==> config.mk <==
export PLATFORM = sky130hd
export DESIGN_NAME = irq_controller
export DESIGN_NICKNAME = d
export VERILOG_FILES = /design/src/rtl/irq_pkg.sv /design/src/rtl/irq_prio_enc.sv /design/src/rtl/irq_controller.sv
export SDC_FILE = /design/constraint.sdc
export NUM_CORES = 1
export LEC_CHECK = 0
export ABC_AREA = 1
export BUFFER_PORTS_ARGS = -buffer_cell sky130_fd_sc_hd__buf_2
export CORE_UTILIZATION = 45
export CTS_CLUSTER_DIAMETER = 150
export CTS_CLUSTER_SIZE = 14
export DETAILED_ROUTE_END_ITERATION = 7
export PLACE_DENSITY = 0.8
export SYNTH_ARGS = -nofsm -noshare
export SYNTH_HDL_FRONTEND = slang
export SYNTH_HIERARCHICAL = 1
export SYNTH_SLANG_ARGS = --single-unit
==> constraint.sdc <==
create_clock -name clk -period 1.66 [get_ports clk]
set_clock_uncertainty 0.1 [all_clocks]
set_input_delay 0.249 -clock clk [delete_from_list [all_inputs] [get_ports clk]]
set_output_delay 0.249 -clock clk [all_outputs]
set_load 0.02 [all_outputs]
==> src/rtl/irq_pkg.sv <==
// rtl/irq_pkg.sv - shared types and constants for the interrupt controller
package irq_pkg;

    typedef enum logic [1:0] {
        ST_IDLE    = 2'd0,
        ST_REQ     = 2'd1,
        ST_SERVICE = 2'd2
    } state_t;

    localparam logic [31:0] DEF_EXC_VEC  = 32'h8000_0008;
    localparam logic [31:0] DEF_IRQ_VEC  = 32'h8000_0004;
    localparam logic [31:0] DEF_VEC_BASE = 32'h8000_0010;

    // cause layout: bit 7 flags an exception, bits 4:0 carry the source id
    localparam int CAUSE_EXC_BIT = 7;
    localparam int CAUSE_ID_MSB  = 4;

endpackage

==> src/rtl/irq_prio_enc.sv <==
// rtl/irq_prio_enc.sv - lowest-index-wins priority encoder
// Ports: bits (request vector), valid (any bit set), id (index of lowest set bit).
module irq_prio_enc #(
    parameter int N = 4
) (
    input  logic [N-1:0] bits,
    output logic         valid,
    output logic [4:0]   id
);

    always_comb begin
        valid = |bits;
        id    = 5'd0;
        // scan downward so the lowest set index is the last one written
        for (int i = N - 1; i >= 0; i--) begin
            if (bits[i]) begin
                id = i[4:0];
            end
        end
    end

endmodule

==> src/rtl/irq_controller.sv <==
// rtl/irq_controller.sv - single-level interrupt/exception controller
// Optional feature macro: IRQ_CTRL_VECTORED_EN (interrupt vec = VEC_BASE + 8*id).
// Ports: clk, reset (sync active-low); irq_src edge-detected sources; exc strobe;
//        pc_in; mask_we/mask_wdata; irq_ack, eret handshakes; req/vec/cause
//        request outputs; epc; pending/mask status; kernel; double_fault.
module irq_controller
    import irq_pkg::*;
#(
    parameter int          N_SRC    = 4,
    parameter logic [31:0] EXC_VEC  = DEF_EXC_VEC,
    parameter logic [31:0] IRQ_VEC  = DEF_IRQ_VEC,
    parameter logic [31:0] VEC_BASE = DEF_VEC_BASE
) (
    input  logic             clk,
    input  logic             reset,
    input  logic [N_SRC-1:0] irq_src,
    input  logic             exc,
    input  logic [31:0]      pc_in,
    input  logic             mask_we,
    input  logic [N_SRC-1:0] mask_wdata,
    input  logic             irq_ack,
    input  logic             eret,
    output logic             req,
    output logic [31:0]      vec,
    output logic [7:0]       cause,
    output logic [31:0]      epc,
    output logic [N_SRC-1:0] pending,
    output logic [N_SRC-1:0] mask,
    output logic             kernel,
    output logic             double_fault
);

    state_t           state;
    logic [N_SRC-1:0] irq_prev;
    logic [N_SRC-1:0] rise;
    logic [N_SRC-1:0] active;
    logic [N_SRC-1:0] clr;
    logic             enc_valid;
    logic [4:0]       enc_id;
    logic [31:0]      irq_vec_sel;
    logic             ack_fire;

    assign rise   = irq_src & ~irq_prev;
    assign active = pending & mask;
    assign req    = (state == ST_REQ);
    assign kernel = (state == ST_SERVICE);

    irq_prio_enc #(.N(N_SRC)) u_prio_enc (
        .bits  (active),
        .valid (enc_valid),
        .id    (enc_id)
    );

`ifdef IRQ_CTRL_VECTORED_EN
    assign irq_vec_sel = VEC_BASE + {24'd0, enc_id, 3'd0};
`else
    assign irq_vec_sel = IRQ_VEC;
`endif

    // an exc in the same cycle as the ack wins: the request is retargeted
    // to the exception and the ack is not taken
    assign ack_fire = (state == ST_REQ) && irq_ack && !exc;

    // clear the served source only when an interrupt (not an exception) was
    // acknowledged; a simultaneous new rise re-sets it via the OR below
    always_comb begin
        clr = '0;
        if (ack_fire && !cause[CAUSE_EXC_BIT]) begin
            for (int i = 0; i < N_SRC; i++) begin
                if (cause[CAUSE_ID_MSB:0] == i[4:0]) begin
                    clr[i] = 1'b1;
                end
            end
        end
    end

    always_ff @(posedge clk) begin
        if (!reset) begin
            state        <= ST_IDLE;
            irq_prev     <= '0;
            pending      <= '0;
            mask         <= '1;
            vec          <= 32'd0;
            cause        <= 8'd0;
            epc          <= 32'd0;
            double_fault <= 1'b0;
        end else begin
            irq_prev <= irq_src;
            pending  <= (pending & ~clr) | rise;
            if (mask_we) begin
                mask <= mask_wdata;
            end
            case (state)
                ST_IDLE: begin
                    if (exc) begin
                        state <= ST_REQ;
                        vec   <= EXC_VEC;
                        cause <= 8'h80;
                    end else if (enc_valid) begin
                        state <= ST_REQ;
                        vec   <= irq_vec_sel;
                        cause <= {3'b000, enc_id};
                    end
                end
                ST_REQ: begin
                    if (exc) begin
                        vec   <= EXC_VEC;
                        cause <= 8'h80;
                    end else if (irq_ack) begin
                        state <= ST_SERVICE;
                        epc   <= pc_in;
                    end
                end
                ST_SERVICE: begin
                    if (exc) begin
                        double_fault <= 1'b1;
                    end
                    if (eret) begin
                        state <= ST_IDLE;
                    end
                end
                default: state <= ST_IDLE;
            endcase
        end
    end

endmodule

==> load_flow_metrics.sql <==
INSERT INTO impl_metrics (metric_group, metric, value, unit) VALUES
('floorplan', 'floorplan.io_pins', '129', ''),
('cts', 'post_cts.resized_instances', '0', ''),
('cts', 'tritoncts_buffer_count', '5', ''),
('placed_design', 'dp_hpwl', '3640', 'um'),
('floorplan', 'die_width', '75.1', 'um'),
('logic_synthesis', 'synth_xor_area_share', '0', '%'),
('cts', 'ctsLongestPathBuffers', '2', ''),
('global_routing', 'grt_util_all_layers', '16.8', '%'),
('min_path', 'worst_hold_path.endpoint', 'irq_prev[0]', ''),
('drt', 'antenna_left', '0', ''),
('layout', 'register_area', '1100', 'um2'),
('drt', 'drc_errors_left', '0', ''),
('setup_path', 'timing_worst_setup_path_type', 'reg2out', ''),
('floorplan', 'fp-row-count', '26', ''),
('logic_synthesis', 'synth_warnings', '6', ''),
('layout', 'fillers', '524', ''),
('power', 'maximum_vdd_drop', '532', 'uV'),
('logic_synthesis', 'synth_top_family_by_area', 'simple AND/OR/NAND/NOR gates', ''),
('flow_run', 'drv_cap', '0', ''),
('setup_path', 'regToRegSetupSlack', '0.22', 'ns'),
('setup_path', 'critPathCaptureType', 'output port', ''),
('layout', 'antenna_cells_inserted', '0', ''),
('setup_path', 'required_time_at_the_endpoint_of_the_critical_path', '1.31', 'ns'),
('timing', 'fin_setup_tns', '0', 'ns'),
('status', 'run_status', 'complete, no violations', ''),
('logic_synthesis', 'synth_sequential_area_ratio', '45.8', '%'),
('logic_synthesis', 'synth.most_common_cell', 'sky130_fd_sc_hd__nor2_1', ''),
('timing', 'final-max-slew-violation-count', '0', ''),
('logic_synthesis', 'avgSynthCellArea', '7.52', 'um2'),
('layout', 'flow.area_growth_from_synthesis', '20.5', '%'),
('setup_path', 'setup.worst_path.start', 'state[0]', ''),
('power', 'power_leakage', '1.54', 'nW'),
('logic_synthesis', 'yosys_most_used_dff', 'sky130_fd_sc_hd__dfxtp_1', ''),
('placed_design', 'number_of_placed_cells_counting_well_taps', '478', ''),
('drt', 'drt-initial-drc-count', '72', ''),
('logic_synthesis', 'synth_top_area_cell', 'sky130_fd_sc_hd__dfxtp_1', ''),
('timing', 'post-route-period-util', '88.7', '%'),
('layout', 'layout_cell_share_with_drive_strength_beyond_1', '29.6', '%'),
('setup_path', 'setup.worst_path.start_class', 'flop', ''),
('timing', 'hold_viol', '0', ''),
('timing', 'grt_setup_unrepaired', 'no', ''),
('logic_synthesis', 'yosys.area_share.adder', '0', '%'),
('timing', 'fin_crit', '1.47', 'ns'),
('layout', 'multi_input_area', '985', 'um2'),
('min_path', 'holdPathStages', '3', ''),
('layout', 'post_layout_nonfiller_instances', '486', ''),
('logic_synthesis', 'post_synth_mux_area_share', '0', '%'),
('global_routing', 'maximum_number_of_pins_on_one_net_before_global_route_repair', '33', ''),
('logic_synthesis', 'number_of_enable_flip_flop_cells_after_synthesis', '0', ''),
('cts', 'tritoncts', 'yes', ''),
('min_path', 'min-delay-path-class', 'in2reg', ''),
('logic_synthesis', 'synthesized_instance_count', '320', ''),
('timing', 'holdWs', '0.0365', 'ns'),
('timing', 'timing.final.setup_violations', '0', ''),
('global_routing', 'grt_pass1_vias', '1675', ''),
('drt', 'route.detailed.vias_per_inst', '4.37', ''),
('setup_path', 'worstRegToRegCells', '9', ''),
('floorplan', 'design.die.area', '5640', 'um2'),
('setup_path', 'rr_startpoint', 'pending[3]', ''),
('logic_synthesis', 'netlist_top_cells_area', 'sky130_fd_sc_hd__dfxtp_1 46%, sky130_fd_sc_hd__buf_4 11%, sky130_fd_sc_hd__nor2_1 11%', ''),
('drt', 'route.final.wire_length', '4820', 'um'),
('floorplan', 'floorplan.initialDensity', '46.8', '%'),
('timing', 'setup_slack', '0.187', 'ns'),
('logic_synthesis', 'post_synthesis_simple_gate_area_fraction', '25.1', '%'),
('global_routing', 'antenna_found_initial', '0', ''),
('global_routing', 'gr-total-overflow', '0', ''),
('cts', 'cts.clk_slew.worst_paths', '0.09', 'ns'),
('setup_path', 'crit_arrival', '1.12', 'ns'),
('cts', 'post_cts_setup_buffers', '0', ''),
('logic_synthesis', 'yosys_register_bits', '55', ''),
('floorplan', 'die_h', '75.1', 'um');
[per-stage QoR]
stage / cell area, um2 / power, mW
detailed placement: 2820 / 2.34
floorplan: 2530 / 2.16
finish: 2900 / 3.00
global route: 2900 / 3.20
CTS: 2900 / 3.03
global placement: 2820 / 2.32
[worst max-delay path: stages (launching register included)]
cell	delay (ns)
sky130_fd_sc_hd__dfxtp_1	0.41
sky130_fd_sc_hd__inv_2	0.08
sky130_fd_sc_hd__nor2_4	0.14
sky130_fd_sc_hd__buf_2	0.19
[metal layers]
| metal | share of wire, % | wire length (um) | track usage, % |
|---|---|---|---|
| met3 | 6.9 | 333 | 4.95 |
| met4 | 0.66 | 32 | 5.03 |
| met2 | 49 | 2370 | 29.5 |
| met1 | 43 | 2080 | 19.7 |
| met5 | 0 | 0 | 0 |
[registers in the layout, indices dropped and copies added (netlist names)]
register,flops
epc,32
cause,5
irq_prev,4
mask,4
pending,4
vec,3
state,2
double_fault,1
[where the power goes]
part           total, mW  switching (mW)  internal, mW
clock network      0.696           0.399         0.297
registers           1.51          0.0741          1.44
logic              0.787           0.526         0.262
[layout by cell type, fill, tap and decap left out, types with 2 or more instances in the layout]
master	count
sky130_fd_sc_hd__nand4_1	3
sky130_fd_sc_hd__clkbuf_1	2
sky130_fd_sc_hd__a21oi_1	9
sky130_fd_sc_hd__nand3_1	10
sky130_fd_sc_hd__nand2_1	47
sky130_fd_sc_hd__or2_2	4
sky130_fd_sc_hd__o21ai_1	3
sky130_fd_sc_hd__o21bai_1	2
sky130_fd_sc_hd__inv_2	5
sky130_fd_sc_hd__a21oi_2	2
sky130_fd_sc_hd__o21ai_0	32
sky130_fd_sc_hd__dfxtp_1	55
sky130_fd_sc_hd__buf_2	97
sky130_fd_sc_hd__nor2_1	70
sky130_fd_sc_hd__buf_4	4
sky130_fd_sc_hd__clkbuf_8	5
sky130_fd_sc_hd__inv_1	24
sky130_fd_sc_hd__conb_1	34
[logic make-up (layout without fill, tap and decap cells)]
logic type | Yosys count | in the layout
compound gates | 48 | 48
buf+inv | 75 | 139
flops | 55 | 55
other cells | 2 | 34
simple gates | 140 | 140
[how the worst max path moves through the flow]
stage	to	cells after the start	slack (ns)
after CTS	cause[3]	9	0.15
after global routing	cause[3]	9	0.04
after floorplan	cause[1]	9	0.29
final	req	3	0.19
after detailed placement	cause[0]	9	0.19
after global placement	cause[2]	9	0.28
[layout make-up]
cell class	instances	share of cell area, %
well taps	70	3.02
clock inverters	1	0.173
flip-flops and latches	55	38.0
multi-input cells	222	34.0
clock buffers	7	2.63
inverters	29	3.75
repair buffers	102	18.5
Note: power is estimated with default switching activity, not from simulation.
